### src/rtl/ahb_arb_pkg.sv
// Shared AHB encodings and arbitration-mode constants for the slave-port arbiter.
package ahb_arb_pkg;

  typedef enum logic [1:0] {
    HTRANS_IDLE   = 2'b00,
    HTRANS_BUSY   = 2'b01,
    HTRANS_NONSEQ = 2'b10,
    HTRANS_SEQ    = 2'b11
  } htrans_e;

  typedef enum logic [2:0] {
    HBURST_SINGLE = 3'b000,
    HBURST_INCR   = 3'b001,
    HBURST_WRAP4  = 3'b010,
    HBURST_INCR4  = 3'b011,
    HBURST_WRAP8  = 3'b100,
    HBURST_INCR8  = 3'b101,
    HBURST_WRAP16 = 3'b110,
    HBURST_INCR16 = 3'b111
  } hburst_e;

  localparam int ARB_RR    = 0;
  localparam int ARB_FIXED = 1;

endpackage

### src/rtl/ahb_arbiter_rr_nport_if.sv
// Request/grant bundle between the bus-matrix input stages and one slave-port arbiter.
interface ahb_arbiter_rr_nport_if #(
  parameter int NUM_PORTS = 4
);
  localparam int PORT_W = (NUM_PORTS > 2) ? $clog2(NUM_PORTS) : 1;

  logic [NUM_PORTS-1:0] req_port;
  logic                 HREADYM;
  logic                 HSELM;
  logic [1:0]           HTRANSM;
  logic [2:0]           HBURSTM;
  logic                 HMASTLOCKM;
  logic [PORT_W-1:0]    addr_in_port;
  logic                 no_port;
  logic [NUM_PORTS-1:0] grant_onehot;
  logic                 burst_hold;

  modport master (
    output req_port, HREADYM, HSELM, HTRANSM, HBURSTM, HMASTLOCKM,
    input  addr_in_port, no_port, grant_onehot, burst_hold
  );

  modport slave (
    input  req_port, HREADYM, HSELM, HTRANSM, HBURSTM, HMASTLOCKM,
    output addr_in_port, no_port, grant_onehot, burst_hold
  );

endinterface

### src/rtl/ahb_arb_burst_ctr.sv
// Tracks beats left in the granted burst and whether the grant must be held.
// next_hold is combinational from the current beat; state advances only when HREADYM=1.
module ahb_arb_burst_ctr
  import ahb_arb_pkg::*;
#(
  parameter int INCR_HOLD_BEATS = 4,
  parameter int EARLY_INCR_MAX  = 1
) (
  input  logic       HCLK,
  input  logic       HRESET,
  input  logic       HREADYM,
  input  logic       HSELM,
  input  logic [1:0] HTRANSM,
  input  logic [2:0] HBURSTM,
  output logic       next_hold,
  output logic       burst_hold
);

  localparam logic [3:0] INCR_REMAIN = 4'(INCR_HOLD_BEATS - 2);
  localparam logic [1:0] EARLY_MAX   = 2'(EARLY_INCR_MAX);

  logic [3:0] remain_q, remain_d;
  logic       hold_q;
  logic [1:0] early_q, early_d;

  always_comb begin
    remain_d  = remain_q;
    next_hold = hold_q;
    if (!HSELM || HTRANSM == HTRANS_IDLE) begin
      remain_d  = '0;
      next_hold = 1'b0;
    end else begin
      case (HTRANSM)
        HTRANS_NONSEQ: begin
          case (HBURSTM)
            HBURST_INCR16, HBURST_WRAP16: begin remain_d = 4'd14; next_hold = 1'b1; end
            HBURST_INCR8,  HBURST_WRAP8:  begin remain_d = 4'd6;  next_hold = 1'b1; end
            HBURST_INCR4,  HBURST_WRAP4:  begin remain_d = 4'd2;  next_hold = 1'b1; end
            HBURST_INCR: begin
              // Repeated short INCR bursts stop earning a hold once the limit is hit.
              if (early_q == EARLY_MAX) begin
                remain_d  = '0;
                next_hold = 1'b0;
              end else begin
                remain_d  = INCR_REMAIN;
                next_hold = 1'b1;
              end
            end
            default: begin remain_d = '0; next_hold = 1'b0; end
          endcase
        end
        HTRANS_SEQ: begin
          if (remain_q == '0) next_hold = 1'b0;
          else                remain_d  = remain_q - 4'd1;
        end
        default: ;
      endcase
    end

    early_d = early_q;
    if (!next_hold)
      early_d = '0;
    else if (hold_q && HTRANSM == HTRANS_NONSEQ && early_q != 2'd3)
      early_d = early_q + 2'd1;
  end

  always_ff @(posedge HCLK) begin
    if (HRESET) begin
      remain_q <= '0;
      hold_q   <= 1'b0;
      early_q  <= '0;
    end else if (HREADYM) begin
      remain_q <= remain_d;
      hold_q   <= next_hold;
      early_q  <= early_d;
    end
  end

  assign burst_hold = hold_q;

endmodule

### src/rtl/ahb_arbiter_rr_nport.sv
// Slave-port arbiter: picks which input stage owns the slave, holding through locks and bursts.
// Grant registered one cycle after an HREADYM-qualified edge; all state frozen while HREADYM=0.
module ahb_arbiter_rr_nport
  import ahb_arb_pkg::*;
#(
  parameter int NUM_PORTS       = 4,
  parameter int ARB_MODE        = ARB_RR,
  parameter int INCR_HOLD_BEATS = 4,
  parameter int EARLY_INCR_MAX  = 1
) (
  input logic                   HCLK,
  input logic                   HRESET,
  ahb_arbiter_rr_nport_if.slave bus
);

  localparam int PORT_W = (NUM_PORTS > 2) ? $clog2(NUM_PORTS) : 1;

  logic                 next_hold;
  logic                 burst_hold_w;
  logic [PORT_W-1:0]    idx_q, idx_d, rr_last_q, rr_last_d, scan_start;
  logic                 no_port_q, no_port_d;
  logic [NUM_PORTS-1:0] req_masked;
  logic [PORT_W:0]      pick;

  function automatic logic [NUM_PORTS-1:0] onehot(input logic [PORT_W-1:0] i);
    return NUM_PORTS'(1) << i;
  endfunction

  // First requester after 'start' in wrap order, wrapping at NUM_PORTS-1; MSB = found.
  function automatic logic [PORT_W:0] pick_first(input logic [NUM_PORTS-1:0] req,
                                                 input logic [PORT_W-1:0]    start);
    logic [PORT_W:0]   res;
    logic [PORT_W-1:0] idx;
    int                tmp;
    res = '0;
    for (int k = NUM_PORTS; k >= 1; k--) begin
      tmp = int'(start) + k;
      if (tmp >= NUM_PORTS) tmp = tmp - NUM_PORTS;
      idx = PORT_W'(tmp);
      if (req[idx]) res = {1'b1, idx};
    end
    return res;
  endfunction

  ahb_arb_burst_ctr #(
    .INCR_HOLD_BEATS (INCR_HOLD_BEATS),
    .EARLY_INCR_MAX  (EARLY_INCR_MAX)
  ) u_burst_ctr (
    .HCLK       (HCLK),
    .HRESET     (HRESET),
    .HREADYM    (bus.HREADYM),
    .HSELM      (bus.HSELM),
    .HTRANSM    (bus.HTRANSM),
    .HBURSTM    (bus.HBURSTM),
    .next_hold  (next_hold),
    .burst_hold (burst_hold_w)
  );

  always_comb begin
    idx_d      = idx_q;
    no_port_d  = no_port_q;
    rr_last_d  = rr_last_q;
    req_masked = bus.req_port;
    scan_start = rr_last_q;
    // An owner competes only against others: masking it lets one scan serve both cases.
    if (!no_port_q) begin
      req_masked = bus.req_port & ~onehot(idx_q);
      scan_start = idx_q;
    end
    if (ARB_MODE == ARB_FIXED) scan_start = PORT_W'(NUM_PORTS - 1);
    pick = pick_first(req_masked, scan_start);

    if (!(bus.HMASTLOCKM || next_hold)) begin
      if (pick[PORT_W]) begin
        idx_d     = pick[PORT_W-1:0];
        no_port_d = 1'b0;
      end else if (no_port_q || !bus.HSELM) begin
        no_port_d = 1'b1;
      end
    end
    if (!no_port_d) rr_last_d = idx_d;
  end

  always_ff @(posedge HCLK) begin
    if (HRESET) begin
      idx_q     <= '0;
      no_port_q <= 1'b1;
      rr_last_q <= PORT_W'(NUM_PORTS - 1);
    end else if (bus.HREADYM) begin
      idx_q     <= idx_d;
      no_port_q <= no_port_d;
      rr_last_q <= rr_last_d;
    end
  end

  assign bus.addr_in_port = idx_q;
  assign bus.no_port      = no_port_q;
  assign bus.grant_onehot = no_port_q ? '0 : onehot(idx_q);
  assign bus.burst_hold   = burst_hold_w;

endmodule

### src/flat_wrapper.sv
// flat-port wrapper written by rule: the top's interface ports become plain ports
module ahb_arbiter_rr_nport_flat import ahb_arb_pkg::*;
#(
  parameter int NUM_PORTS       = 4,
  parameter int ARB_MODE        = ARB_RR,
  parameter int INCR_HOLD_BEATS = 4,
  parameter int EARLY_INCR_MAX  = 1
)
  (HCLK, HRESET, bus_req_port, bus_HREADYM, bus_HSELM, bus_HTRANSM, bus_HBURSTM, bus_HMASTLOCKM, bus_addr_in_port, bus_no_port, bus_grant_onehot, bus_burst_hold);
  ahb_arbiter_rr_nport_if #(.NUM_PORTS(NUM_PORTS)) bus_i ();
  input logic HCLK;
  input logic HRESET;
  input wire logic [$bits(bus_i.req_port)-1:0] bus_req_port;
  input wire logic [$bits(bus_i.HREADYM)-1:0] bus_HREADYM;
  input wire logic [$bits(bus_i.HSELM)-1:0] bus_HSELM;
  input wire logic [$bits(bus_i.HTRANSM)-1:0] bus_HTRANSM;
  input wire logic [$bits(bus_i.HBURSTM)-1:0] bus_HBURSTM;
  input wire logic [$bits(bus_i.HMASTLOCKM)-1:0] bus_HMASTLOCKM;
  output wire logic [$bits(bus_i.addr_in_port)-1:0] bus_addr_in_port;
  output wire logic [$bits(bus_i.no_port)-1:0] bus_no_port;
  output wire logic [$bits(bus_i.grant_onehot)-1:0] bus_grant_onehot;
  output wire logic [$bits(bus_i.burst_hold)-1:0] bus_burst_hold;
  assign bus_i.req_port = bus_req_port;
  assign bus_i.HREADYM = bus_HREADYM;
  assign bus_i.HSELM = bus_HSELM;
  assign bus_i.HTRANSM = bus_HTRANSM;
  assign bus_i.HBURSTM = bus_HBURSTM;
  assign bus_i.HMASTLOCKM = bus_HMASTLOCKM;
  assign bus_addr_in_port = bus_i.addr_in_port;
  assign bus_no_port = bus_i.no_port;
  assign bus_grant_onehot = bus_i.grant_onehot;
  assign bus_burst_hold = bus_i.burst_hold;
  ahb_arbiter_rr_nport #(.NUM_PORTS(NUM_PORTS), .ARB_MODE(ARB_MODE), .INCR_HOLD_BEATS(INCR_HOLD_BEATS), .EARLY_INCR_MAX(EARLY_INCR_MAX)) u_core (.HCLK(HCLK), .HRESET(HRESET), .bus(bus_i));
endmodule
### config.mk
export PLATFORM = sky130hd
export DESIGN_NAME = ahb_arbiter_rr_nport_flat
export DESIGN_NICKNAME = d
export VERILOG_FILES = /design/src/rtl/ahb_arb_pkg.sv /design/src/rtl/ahb_arbiter_rr_nport_if.sv /design/src/rtl/ahb_arb_burst_ctr.sv /design/src/rtl/ahb_arbiter_rr_nport.sv /design/src/flat_wrapper.sv
export SDC_FILE = /design/constraint.sdc
export NUM_CORES = 1
export LEC_CHECK = 0
export BUFFER_PORTS_ARGS = -buffer_cell sky130_fd_sc_hd__buf_2
export CAP_MARGIN = 25
export CORE_MARGIN = 2
export CORE_UTILIZATION = 50
export DETAILED_ROUTE_END_ITERATION = 10
export GPL_TIMING_DRIVEN = 0
export HOLD_SLACK_MARGIN = 0.15
export PLACE_DENSITY = 0.74
export SYNTH_ARGS = -nofsm -noshare
export SYNTH_HDL_FRONTEND = slang
export SYNTH_SLANG_ARGS = --single-unit
### constraint.sdc
create_clock -name HCLK -period 2.35 [get_ports HCLK]
set_input_delay 0.1175 -clock HCLK [delete_from_list [all_inputs] [get_ports HCLK]]
set_output_delay 0.1175 -clock HCLK [all_outputs]
set_load 0.01 [all_outputs]
==> flow_summary.json, run 1 <==
{
  "clock-root-buffer": "clkbuf_4",
  "grt_pass1_wl_um": 4395,
  "setup_viol": 0,
  "crit_buf_inv": 1,
  "crit_path_max_fanout": 5,
  "final.setup.tns_ps": 0,
  "cp.required_ps": 2520,
  "cts_tree": "yes",
  "regArea_um2": 240.2,
  "yosysTopAreaCell": "dfxtp_1",
  "crit_slowest_cell": "a311oi_2",
  "gp_congestion": 0.8811,
  "viasPerCell": 5.965,
  "synthTopCellsByArea": "dfxtp_1, a21oi_1, nand2_1, nor2_1, ha_1",
  "multi_input_area_um2": 779.5,
  "post-route-drc-count": 0,
  "cts_buffer_depth": 2,
  "worstSetupEndpointType": "flip-flop",
  "htree_levels": 1,
  "wl_per_cell_um": 13.91,
  "maxCapViolations": 0,
  "vdd_drop_max_mv": 0.3786,
  "yosys_warnings": 0,
  "drv_slew": 0,
  "wl_um": 2755,
  "nFillCells": 215,
  "core_area_mm2": 0.002170,
  "die_w_um": 51.25,
  "hold_class": "in2reg",
  "initial_core_util": 0.5144,
  "cp-start-kind": "flip-flop",
  "max_freq_mhz": 555.3,
  "drt_pass1_iterations": 4,
  "clkLatencyLatePin_ps": 290,
  "synth_area_mm2": 0.001116,
  "syn_nets": 166,
  "final_cell_mix": "buf_2, nand2_1, nor2_1",
  "portBuffers": 16,
  "p_per_area_mw_per_mm2": 482.8,
  "drt_iter0_drc": 35,
  "dieArea_mm2": 0.002626,
  "ys_types": 50,
  "synth_edf_count": 0,
  "cts-buffers-inserted": 3,
  "cts_resized": 0,
  "final_common_cell": "buf_2",
  "rsz0062_at_grt": "false",
  "min_period_ps": 1801,
  "critPathMaxStageDelay_ps": 400,
  "syn_inst": 148,
  "drive_above_1_share": 0.2412,
  "hold_viol": 0,
  "final.setup_skew_ps": 7.522,
  "grt_pass1_vias": 1062,
  "gr-total-overflow": 0,
  "worst_pin_slew_ps": 496.7,
  "p_leak_uw": 0.0005021,
  "post-route-period-util": 0.7663,
  "dp_hpwl_um": 2041,
  "io_pins": 22,
  "slew_headroom": 0.6689,
  "crit_chain": "inv_1 > ha_1 > a31oi_1 > a311oi_2 > o21ai_2 > a32oi_1 > a211oi_1",
  "synth_ff_type": "dfxtp_1",
  "vias": 1181,
  "antenna_found_initial": 0,
  "clk_pin_slew_ps": 80,
  "ant_nets": 0,
  "synth_top_area_share": 0.2152,
  "outcome": "finished clean",
  "syn2layout_area_growth_pct": 15.36,
  "synth-seq-cells": 12,
  "yosysSeqAreaShare": 0.2152,
  "diodes": 0,
  "crit_family": "compound AO/OA/AOI/OAI gates",
  "synthArstFlopShare": 0,
  "grtUsageTotal": 0.2198,
  "power_uw": 621.6,
  "crit_type": "reg2reg",
  "chipHeight_um": 51.25,
  "num-nets-final": 189,
  "postSynthAreaPerCell_um2": 7.541,
  "grt_max_degree": 11,
  "critPathArrivalTime_ps": 1970,
  "rows": 17,
  "cts_sinks": 12
}
## worst reg2reg max path: stages (launching register included)
cell	delay, ps
dfxtp_1	340
inv_1	100
ha_1	170
a31oi_1	120
a311oi_2	400
o21ai_2	150
a32oi_1	280
a211oi_1	120
## per-layer routing
metal,share of wire,GRT usage,wire length (um)
met1,0.45,0.2504,1247
met2,0.48,0.3961,1335
met3,0.048,0.04678,132
met4,0.014,0.08772,39
met5,0,0,0
## flip-flops by register name, indices dropped and copies added (netlist names)
| name | flops |
|---|---|
| u_core.u_burst_ctr.remain_q | 4 |
| u_core.bus.addr_in_port | 2 |
| u_core.rr_last_q | 2 |
| u_core.u_burst_ctr.early_q | 2 |
| u_core.bus.no_port | 1 |
| u_core.u_burst_ctr.burst_hold | 1 |
## Yosys cell counts (all sizes together) (2+ instances only)
master	instances
a21oi	13
nor3	4
inv	8
ha	4
mux2i	5
clkbuf	3
a31oi	4
nor2b	4
nand2	15
o22ai	4
o21ai	10
or2b	2
nand3	2
buf	8
o211ai	3
a211oi	5
o221ai	2
dfxtp	12
o311ai	2
o21a	3
nor2	15
nand2b	3
## area by class of cell
cell class	count	area share
Multi-Input combinational cell	117	0.6054
Sequential cell	12	0.1866
Timing Repair Buffer	18	0.07775
Buffer	11	0.05151
Clock buffer	4	0.02818
Tap cell	28	0.02721
Inverter	8	0.02332
## stage by stage
step / util / hold slack [ps] / cell area [um^2] / instances / worst slack [ps]
final: 0.5934 / 188.9 / 1287 / 198 / 549.2
after global routing: 0.5934 / 219.9 / 1287 / 198 / 462.3
after global placement: 0.5675 / 387.4 / 1231 / 192 / 644.9
after detailed placement: 0.5675 / 396.0 / 1231 / 192 / 573.8
after floorplan: - / 223.9 / 1116 / 148 / 756.6
after CTS: 0.5934 / 189.1 / 1287 / 198 / 551.2
## power by group
part           internal, uW  switching, uW
clock                  94.6           79.1
sequential              217           16.7
combinational          90.7            124
total                   402            220
## worst paths after layout
kind	startpoint	endpoint	slack [ps]	depth (start not counted)
worst max-delay path	u_core.u_burst_ctr.remain_q[0]$_SDFFE_PP0P_	u_core.rr_last_q[1]$_SDFFE_PP1P_	550	7
worst max register to register	u_core.u_burst_ctr.remain_q[0]$_SDFFE_PP0P_	u_core.rr_last_q[1]$_SDFFE_PP1P_	550	7
worst min-delay path	bus_HSELM	u_core.u_burst_ctr.remain_q[1]$_SDFFE_PP0P_	190	3
worst min register to register	u_core.u_burst_ctr.remain_q[1]$_SDFFE_PP0P_	u_core.u_burst_ctr.remain_q[1]$_SDFFE_PP0P_	490	2
## cells by family (layout without fill, tap and decap cells)
family | count (synthesis) | in the layout | synth area share
AO/OA/AOI/OAI | 54 | 54 | 0.3520
AND/OR/NAND/NOR | 53 | 53 | 0.2444
buffers and inverters | 19 | 41 | 0.08632
flip-flops | 12 | 12 | 0.2152
adder cells (fa/ha/maj) | 5 | 5 | 0.05381
multiplexers | 5 | 5 | 0.04820
## what timing repair did
item	CTS	global route
hold endpoints to repair	2	0
setup buffers	0	0
hold buffers	2	0
Power figures use the tool's default switching activity.
==> run 2, diff against run 1 <==
ABC_AREA = 1   (was not set)
PLACE_DENSITY = 0.75   (was 0.74)
clock period = 1.7 ns   (was 2.35 ns; I/O delays follow)
==> run 2 against run 1 <==
Compared with the run above:
- critical path depth rose by 3
- register-to-register slack got worse by 440 ps
- cell area rose by 1.4%
- non-clock buffer count fell by 2
- via count fell by 3.0%
- clock power rose by 37%
- count of clock-buffer cells in the layout did not move
- first-iteration DRC count fell by 14%
- fmax rose by 13%
- routed wire length fell by 14%
- flip-flop and latch count did not move
- largest power group is now combinational cells
==> flow_summary.json, run 2 <==
{
  "dieArea_mm2": 0.002357,
  "syn_nets": 190,
  "wl_per_cell_um": 10.37,
  "synth-seq-cells": 12,
  "post-route-period-util": 0.9347,
  "wl_um": 2374,
  "drive_above_1_share": 0.3119,
  "chipHeight_um": 48.55,
  "syn2layout_area_growth_pct": 31.53,
  "crit_top_cell": "nand2_1",
  "synth_most_common_cell": "nand2_1",
  "finalWorstSetupSlack_ps": 111.0,
  "critPathMaxStageDelay_ps": 340,
  "p_leak_uw": 0.0007084,
  "cts_buffer_depth": 2,
  "hold_viol": 0,
  "synthSimpleGateAreaFrac": 0.4275,
  "crit_path_max_fanout": 3,
  "num-nets-final": 221,
  "setup_viol": 0,
  "cts-buffers-inserted": 3,
  "regMostFlops": "u_core.u_burst_ctr.remain_q",
  "crit_chain": "inv_1 > ha_1 > o21ai_2 > nand2_1 > nand2_1 > nand2_1 > nor2_2 > nand2_1 > or2_2 > a21oi_2",
  "placedInstanceArea_mm2": 0.001126,
  "synthXorXnorAreaFrac": 0.008827,
  "largest_reg_flops": 4,
  "core_area_mm2": 0.001922,
  "drt_iter0_drc": 30,
  "gr-total-overflow": 0,
  "die_w_um": 48.55,
  "diodes": 0,
  "grt_pass1_wl_um": 4112,
  "ff2ff_setup_slack_ps": 110,
  "yosys_warnings": 0,
  "cts_tree": "yes",
  "final_cell_mix": "nand2_1, inv_1, buf_2",
  "drv_slew": 0,
  "synthAdderAreaFrac": 0.05044,
  "synth_ff_type": "dfxtp_1",
  "vdd_drop_max_mv": 0.4976,
  "portBuffers": 20,
  "final.setup.tns_ps": 0,
  "synthTopCellsByArea": "dfxtp_1, nand2_1, inv_1, nand3_1, o21ai_0",
  "internal-power_uw": 572.1,
  "netSwitchingFraction": 0.3862,
  "final.setup_skew_ps": 11.93,
  "clock-root-buffer": "clkbuf_4",
  "hold_class": "in2reg",
  "worstSetupEndpointType": "flip-flop",
  "antenna_found_initial": 0,
  "nFillCells": 167,
  "grtUsageTotal": 0.2179,
  "crit_family": "simple AND/OR/NAND/NOR gates",
  "reg2regPathDepth": 10,
  "slew_headroom": 0.7659,
  "initial_core_util": 0.5163,
  "final_common_cell": "nand2_1",
  "pre_cts_ws_ps": -11.36,
  "muxShareOfSynthArea": 0,
  "grt_pass1_vias": 1005,
  "reg2reg_from": "u_core.u_burst_ctr.early_q[1]$_SDFFE_PP0P_",
  "grt_max_degree": 9,
  "min_to": "u_core.u_burst_ctr.early_q[0]$_SDFFE_PP0P_",
  "power_uw": 932.2,
  "critPathArrivalTime_ps": 1820,
  "crit_type": "reg2reg",
  "post-route-drc-count": 0,
  "cp.depth": 10,
  "synth_edf_count": 0,
  "cp.required_ps": 1930,
  "maxCapViolations": 0,
  "synth_top_family_by_area": "simple AND/OR/NAND/NOR gates",
  "p_switching_uw": 360.1,
  "vias": 1146,
  "postSynthAreaPerCell_um2": 5.769,
  "min_period_ps": 1589,
  "ant_nets": 0,
  "clkLatencyLatePin_ps": 290,
  "yosysSeqAreaShare": 0.2421,
  "max_freq_mhz": 629.3,
  "dp_hpwl_um": 1821,
  "synth_compound_area_frac": 0.1602,
  "yosys-top-cells-count": "nand2_1, inv_1, nand3_1",
  "p_per_area_mw_per_mm2": 714.3,
  "rr_endpoint": "u_core.u_burst_ctr.early_q[1]$_SDFFE_PP0P_",
  "rows": 16,
  "syn_inst": 172,
  "clk_pin_slew_ps": 90,
  "crit_buf_inv": 1,
  "pwr-share-seq": 0.350,
  "crit_slowest_cell": "dfxtp_2",
  "outcome": "finished clean",
  "combPwrFrac": 0.394,
  "rsz0062_at_grt": "true",
  "synthArstFlopShare": 0,
  "worst_pin_slew_ps": 350.0,
  "clock_power_share": 0.256,
  "io_pins": 22,
  "cts_sinks": 12,
  "cp-start-kind": "flip-flop",
  "synth_top_area_share": 0.2421,
  "design_area_mm2": 0.001305,
  "synth_area_um2": 992.2,
  "gp_congestion": 0.8385,
  "yosysTopAreaCell": "dfxtp_1",
  "ys_types": 23,
  "viasPerCell": 5.004,
  "hp-start": "bus_HTRANSM[0]",
  "htree_levels": 1,
  "fin_util": 0.6790,
  "drt_pass1_iterations": 4,
  "min_path_cells": 4
}
==> run 2: changes by cell type after synthesis, moves of 5 or more <==
| cell | before | now |
|---|---|---|
| nand3_1 | 2 | 16 |
| nand2_1 | 15 | 57 |
| buf_2 | 6 | 1 |
| nand2_2 | 0 | 7 |
| inv_1 | 8 | 27 |
| o21ai_0 | 7 | 12 |
==> run 2: stage by stage <==
step,hold WS [ps],std cells
after floorplan,226.0,172
after global placement,377.4,219
after detailed placement,378.6,219
after CTS,177.4,227
after global routing,204.4,229
final,179.2,229
==> run 2: power by group through the flow <==
stage / combinational, uW / clock [uW] / sequential, uW
2_1_floorplan: 246 / 0 / 326
3_3_place_gp: 317 / 0 / 326
3_5_place_dp: 327 / 0 / 326
4_1_cts: 337 / 243 / 320
5_1_grt: 419 / 254 / 330
6_report: 367 / 239 / 326
==> run 2: logic make-up (layout without fill, tap and decap cells) <==
logic type      after synthesis  in the layout
simple gates                 98             98
buf+inv                      29             59
compound gates               28             28
flops                        12             12
fa+ha+maj                     4              4
xor+xnor                      1              1
==> run 2: how the worst max path moves through the flow <==
stage                                                     start                                           to  slack [ps]
finish               u_core.u_burst_ctr.early_q[1]$_SDFFE_PP0P_   u_core.u_burst_ctr.early_q[1]$_SDFFE_PP0P_         110
global route         u_core.u_burst_ctr.early_q[1]$_SDFFE_PP0P_   u_core.u_burst_ctr.early_q[1]$_SDFFE_PP0P_          -3
CTS                     u_core.bus.addr_in_port[1]$_SDFFE_PP0P_      u_core.bus.addr_in_port[0]$_SDFFE_PP0P_           6
detailed placement  u_core.u_burst_ctr.remain_q[0]$_SDFFE_PP0P_  u_core.u_burst_ctr.remain_q[2]$_SDFFE_PP0P_         -10
global placement    u_core.u_burst_ctr.remain_q[0]$_SDFFE_PP0P_  u_core.u_burst_ctr.remain_q[2]$_SDFFE_PP0P_          20
floorplan                       u_core.bus.no_port$_SDFFE_PP1P_             u_core.rr_last_q[1]$_SDFFE_PP1P_         160
==> run 2: layout make-up <==
class	instances	area [um^2]	share of cell area
multi-input cells	131	711.9	0.5455
flip-flops and latches	12	252.7	0.1937
repair buffers	26	155.1	0.1189
inverters	28	110.1	0.08437
clock buffers	4	36.28	0.02780
well taps	27	33.78	0.02589
plain buffers	1	5.005	0.003835
==> run 2: timing repair <==
action / 4_1_cts / 5_1_grt
hold buffers: 4 / 0
resized for setup: 2 / 31
hold endpoints to repair: 10 / 0
buffers inserted: 0 / 2
endpoints found under the setup margin: 2 / 7
pin swaps: 0 / 5
==> run 2: worst register-to-register path: cells and delay by family (launching register included) <==
kind | cells | cell delay [ps]
AOI/OAI and AO/OA | 2 | 240
adders and majority gates | 1 | 180
buffers and inverters | 1 | 40
DFF | 1 | 340
and+or+nand+nor | 6 | 740
==> run 2: metal layers <==
metal,global-route usage,share of wire,vias up
met5,0,0,-
met1,0.2712,0.47,515
li1,-,-,610
met4,0.08571,0.013,0
met2,0.3704,0.48,17
met3,0.04321,0.036,4
